**src/rtl/rr_sel4_pkg.sv**
```systemverilog
// Shared types and constants for the rr_sel4 packet-locked round-robin selector.
// No logic; combinational helper only, no latency or flow control of its own.
package rr_sel4_pkg;

    localparam int RR_N     = 4;
    localparam int RR_IDX_W = 2;
    localparam int RR_CNT_W = 8;

    typedef enum logic {
        ST_IDLE   = 1'b0,
        ST_LOCKED = 1'b1
    } state_t;

    function automatic logic [RR_N-1:0] idx2oh(input logic [RR_IDX_W-1:0] i_idx);
        return RR_N'(1) << i_idx;
    endfunction

endpackage

```
**src/rtl/rr_pick4.sv**
```systemverilog
// Rotating-priority picker: first set req scanning ptr+1, ptr+2, ptr+3, ptr.
// Purely combinational, zero latency; no flow control.
module rr_pick4
    import rr_sel4_pkg::*;
(
    input  logic [RR_N-1:0]     req,
    input  logic [RR_IDX_W-1:0] ptr,
    output logic                any,
    output logic [RR_IDX_W-1:0] idx
);

    logic                w_found;
    logic [RR_IDX_W-1:0] w_cand;

    always_comb begin
        any     = |req;
        idx     = ptr;
        w_found = 1'b0;
        w_cand  = ptr;
        // k = RR_N wraps back to ptr itself, giving it the lowest priority
        for (int k = 1; k <= RR_N; k++) begin
            w_cand = ptr + RR_IDX_W'(k);
            if (!w_found && req[w_cand]) begin
                idx     = w_cand;
                w_found = 1'b1;
            end
        end
    end

endmodule

```
**src/rtl/rr_sel4.sv**
```systemverilog
// Packet-locked 4-way round-robin mux select; s/gnt registered (1 cycle from req), valid/ack combinational.
// Lock held across ready=0 and req dropout; optional idle-timeout release with RR_SEL4_TIMEOUT_EN.
module rr_sel4
    import rr_sel4_pkg::*;
#(
    parameter int TIMEOUT = 15
) (
    input  logic                clk,
    input  logic                rst,
    input  logic [RR_N-1:0]     req,
    input  logic [RR_N-1:0]     last,
    input  logic                ready,
    output logic [RR_IDX_W-1:0] s,
    output logic [RR_N-1:0]     gnt,
    output logic                valid,
    output logic [RR_N-1:0]     ack
);

    state_t              r_state, w_state_nxt;
    logic [RR_IDX_W-1:0] r_ptr, w_ptr_nxt;
    logic [RR_IDX_W-1:0] r_s, w_s_nxt;
    logic [RR_N-1:0]     r_gnt, w_gnt_nxt;

    logic                w_locked;
    logic                w_xfer;
    logic                w_rel_last;
    logic                w_rel_to;
    logic                w_release;
    logic [RR_IDX_W-1:0] w_pick_ptr;
    logic                w_any;
    logic [RR_IDX_W-1:0] w_idx;

    assign w_locked   = (r_state == ST_LOCKED);
    assign valid      = w_locked & req[r_s];
    assign w_xfer     = valid & ready;
    assign ack        = r_gnt & {RR_N{w_xfer}};
    assign w_rel_last = w_xfer & last[r_s];
    assign w_release  = w_rel_last | w_rel_to;

    assign s   = r_s;
    assign gnt = r_gnt;

`ifdef RR_SEL4_TIMEOUT_EN
    logic [RR_CNT_W-1:0] r_cnt, w_cnt_nxt, w_cnt_inc;

    assign w_cnt_inc = r_cnt + RR_CNT_W'(1);
    assign w_rel_to  = w_locked & ~req[r_s] & (w_cnt_inc == RR_CNT_W'(TIMEOUT));

    always_comb begin
        w_cnt_nxt = w_cnt_inc;
        if (!w_locked || w_release || req[r_s]) begin
            w_cnt_nxt = '0;
        end
    end

    always_ff @(posedge clk or posedge rst) begin
        if (rst) begin
            r_cnt <= '0;
        end else begin
            r_cnt <= w_cnt_nxt;
        end
    end
`else
    assign w_rel_to = 1'b0;
`endif

    // On release the just-served requester becomes the pointer, so it scans last
    assign w_pick_ptr = w_locked ? r_s : r_ptr;

    rr_pick4 u_pick (
        .req (req),
        .ptr (w_pick_ptr),
        .any (w_any),
        .idx (w_idx)
    );

    always_comb begin
        w_state_nxt = r_state;
        w_ptr_nxt   = r_ptr;
        w_s_nxt     = r_s;
        w_gnt_nxt   = r_gnt;
        case (r_state)
            ST_IDLE: begin
                if (w_any) begin
                    w_state_nxt = ST_LOCKED;
                    w_s_nxt     = w_idx;
                    w_gnt_nxt   = idx2oh(w_idx);
                end
            end
            ST_LOCKED: begin
                if (w_release) begin
                    w_ptr_nxt = r_s;
                    if (w_any) begin
                        w_s_nxt   = w_idx;
                        w_gnt_nxt = idx2oh(w_idx);
                    end else begin
                        w_state_nxt = ST_IDLE;
                        w_gnt_nxt   = '0;
                    end
                end
            end
        endcase
    end

    always_ff @(posedge clk or posedge rst) begin
        if (rst) begin
            r_state <= ST_IDLE;
            r_ptr   <= RR_IDX_W'(RR_N - 1);
            r_s     <= '0;
            r_gnt   <= '0;
        end else begin
            r_state <= w_state_nxt;
            r_ptr   <= w_ptr_nxt;
            r_s     <= w_s_nxt;
            r_gnt   <= w_gnt_nxt;
        end
    end

endmodule

```
**config.mk**
```make
export PLATFORM = sky130hd
export DESIGN_NAME = rr_sel4
export DESIGN_NICKNAME = d
export VERILOG_FILES = /design/src/rtl/rr_sel4_pkg.sv /design/src/rtl/rr_pick4.sv /design/src/rtl/rr_sel4.sv
export SDC_FILE = /design/constraint.sdc
export NUM_CORES = 1
export LEC_CHECK = 0
export BUFFER_PORTS_ARGS = -buffer_cell sky130_fd_sc_hd__buf_2
export CORE_MARGIN = 3
export CORE_UTILIZATION = 45
export DETAILED_ROUTE_END_ITERATION = 10
export HOLD_SLACK_MARGIN = 0.05
export PLACE_DENSITY_LB_ADDON = 0.2
export RECOVER_POWER = 50
export SLEW_MARGIN = 0
export SYNTH_ARGS = -nofsm -noshare
export SYNTH_HDL_FRONTEND = slang
export SYNTH_SLANG_ARGS = --single-unit
```
**constraint.sdc**
```tcl
create_clock -name clk -period 4.4 [get_ports clk]
set_input_delay 0.66 -clock clk [delete_from_list [all_inputs] [get_ports clk]]
set_output_delay 0.66 -clock clk [all_outputs]
set_load 0.01 [all_outputs]
```
==> impl_metrics.toml <==
[die]
core-area_um2 = 1186
dieHeight_um = 42.88
pin_count = 22
dieWidth_um = 42.88
die-area_um2 = 1838
rows = 12
initial_core_util_pct = 51.58

[critical_path]
critPathMaxStageDelay_ns = 0.46
worstPathRequired_ns = 3.74
start_kind = "input pin"
cp_max_fo = 6
crit_type = "input pin to output pin"
path_cells = "buf_2, mux4_2, and2_1, and3_1, buf_2"
cp.arrival_ns = 1.80
r2r_slack_ns = 2.41
cp-end-kind = "output pin"
critPathSlowestCell = "mux4_2"
crit_top_cell = "buf_2"

[clock_network]
cts_buffers = 3
cts.sinks = 9
cts_tree = "done"
clk_path_buf_depth = 2
cts_hold_buf = 0
cts_resized = 0
post-cts-setup-buffers = 0
htreeDepth = 1
clockRootBuffer = "clkbuf_4"
clock_latency_ns = 0.26
clk_pin_slew_ns = 0.06

[outcome]
status = "finished, final reports clean"

[sta]
layout_min_cycle_time_ns = 2.464
max_freq_mhz = 405.8
post-route-period-util_pct = 56.00
fin_ws_ns = 1.936
maxSlewHeadroom_pct = 69.42
grt_setup_unrepaired = "no"
fin_skew_ns = 0.007167
hold_slack_ns = 0.3488
hold_viol = 0
worst_slew_pin_slew_ns = 0.4549
setup_viol = 0
final_max_slew_viol_count = 0
fin_tns_setup_ns = 0

[synthesis]
synth-simple-area-share_pct = 23.52
syn_area_um2 = 611.8
synth_area_per_cell_um2 = 10.03
synth.distinct_cells = 27
synthMuxAreaShare_pct = 21.06
synth.top_cell.area_share_pct = 28.63
synth_area_leaders = "dfrtp_1 29%, dfstp_2 8.6%, mux4_2 7.4%"
synth-seq-cells = 9
seq_area_frac_synth_pct = 37.22
synth_edf_count = 0
synthFlopType = "dfrtp_1"
synth_fa_ha_area_share_pct = 0
synth_most_common_cell = "nand2_1"
syn_nets = 72
synthTopCellsByCount = "8 x nand2_1, 7 x dfrtp_1, 6 x and3_1"
synth_top_family_by_area = "simple AND/OR/NAND/NOR gates"
synth_area_leader_cell = "dfrtp_1"
synthCells = 61
synth_xor_area_share_pct = 0
synth-compound-area-share_pct = 13.91
yosysWarnings = 0
asyncSetResetFlopFracSynth_pct = 100.0

[worst_hold_path]
hold_class = "input pin to async pin"

[cells_and_area]
final_area_um2 = 739.5
drive_above_1_share_pct = 34.52
nets = 96
area_delta_synth_final_pct = 20.86
nFillCells = 110
diodes = 0
seqCellArea_um2 = 227.7
finalNonFillerCells = 98
final_core_util_pct = 62.34
multi_input_area_um2 = 357.8

[pwr]
ir_drop_v = 0.0003158
leakage_nw = 0.3706
powerDensity_nw_per_um2 = 596.5
power_mw = 0.4411

[drt]
via_count = 574
ant_nets = 0
detail_route.wl_per_cell_um = 13.92
viasPerCell = 5.857
drc = 0
wirelength_um = 1364
drt_iter0_drc = 12
drtPass1Iterations = 4

[global_route]
grt_pass1_vias = 552
grt_use_total_pct = 17.59
grt_first_pass_wirelength_um = 2366
grt_antenna_before_repair = 0
overflow = 0
grt_max_degree = 12

[place]
place_inst = 94
post-place-ws_ns = 1.931
io_buffer_count = 21
gp_congestion = 0.7455
place_area_um2 = 719.4
post-dp-hpwl_um = 1034

[run]
maxCapViolCount = 0
## placed cells by master, fill, tap and decap left out, drive strengths merged, types with 3 or more instances in the layout
cell,netlist,layout
nor2,4,4
buf,1,16
mux2,5,5
nand2,8,8
clkbuf,1,9
and3,6,6
dfrtp,7,7
inv,3,3
## worst max-delay path: cells and delay by family
| family | cells | cell delay [ns] |
|---|---|---|
| multiplexers | 1 | 0.46 |
| AND/OR/NAND/NOR | 2 | 0.41 |
| buffers and inverters | 2 | 0.27 |
## report_power, final
part           total, mW  internal, mW  switching, mW
clock             0.0637        0.0349         0.0287
sequential         0.155         0.123         0.0327
combinational      0.222         0.109          0.113
total              0.441         0.267          0.174
## worst paths after layout
kind / from / endpoint / depth (start not counted)
min in group clk: gnt[2]$_DFFE_PP0P_ / gnt[2]$_DFFE_PP0P_ / 2
min reg2reg: gnt[2]$_DFFE_PP0P_ / gnt[2]$_DFFE_PP0P_ / 2
max: req[2] / ack[1] / 5
max in group asynchronous: rst / r_ptr[1]$_DFFE_PP1P_ / 2
min: rst / gnt[2]$_DFFE_PP0P_ / 2
max reg2reg: r_state$_DFF_PP0_ / s[0]$_DFFE_PP0P_ / 4
## area by class of cell
class,instances,share of cell area [%]
clock buffer,4,3.553
inverter,3,1.523
multi-input combinational,47,48.39
sequential,9,30.80
tap,14,2.369
timing repair buffer,21,13.37
## state kept, by name (all words and copies together) (netlist names)
signal / flops
r_state: 1
gnt: 4
r_ptr: 2
s: 2
## per-layer routing
metal  global-route usage (%)  vias up  routed length (µm)
met3                    7.627        4                 101
met2                    27.84       20                 671
met5                        0        -                   0
li1                         -      279                   -
met4                    8.075        0                  24
met1                    20.16      271                 566
## kinds of logic (layout without fill, tap and decap cells)
group / count (synthesis) / after routing
AND/OR/NAND/NOR: 26 / 26
AO/OA/AOI/OAI: 12 / 12
multiplexers: 9 / 9
flip-flops: 9 / 9
buffers and inverters: 5 / 28
Power figures use the tool's default switching activity.
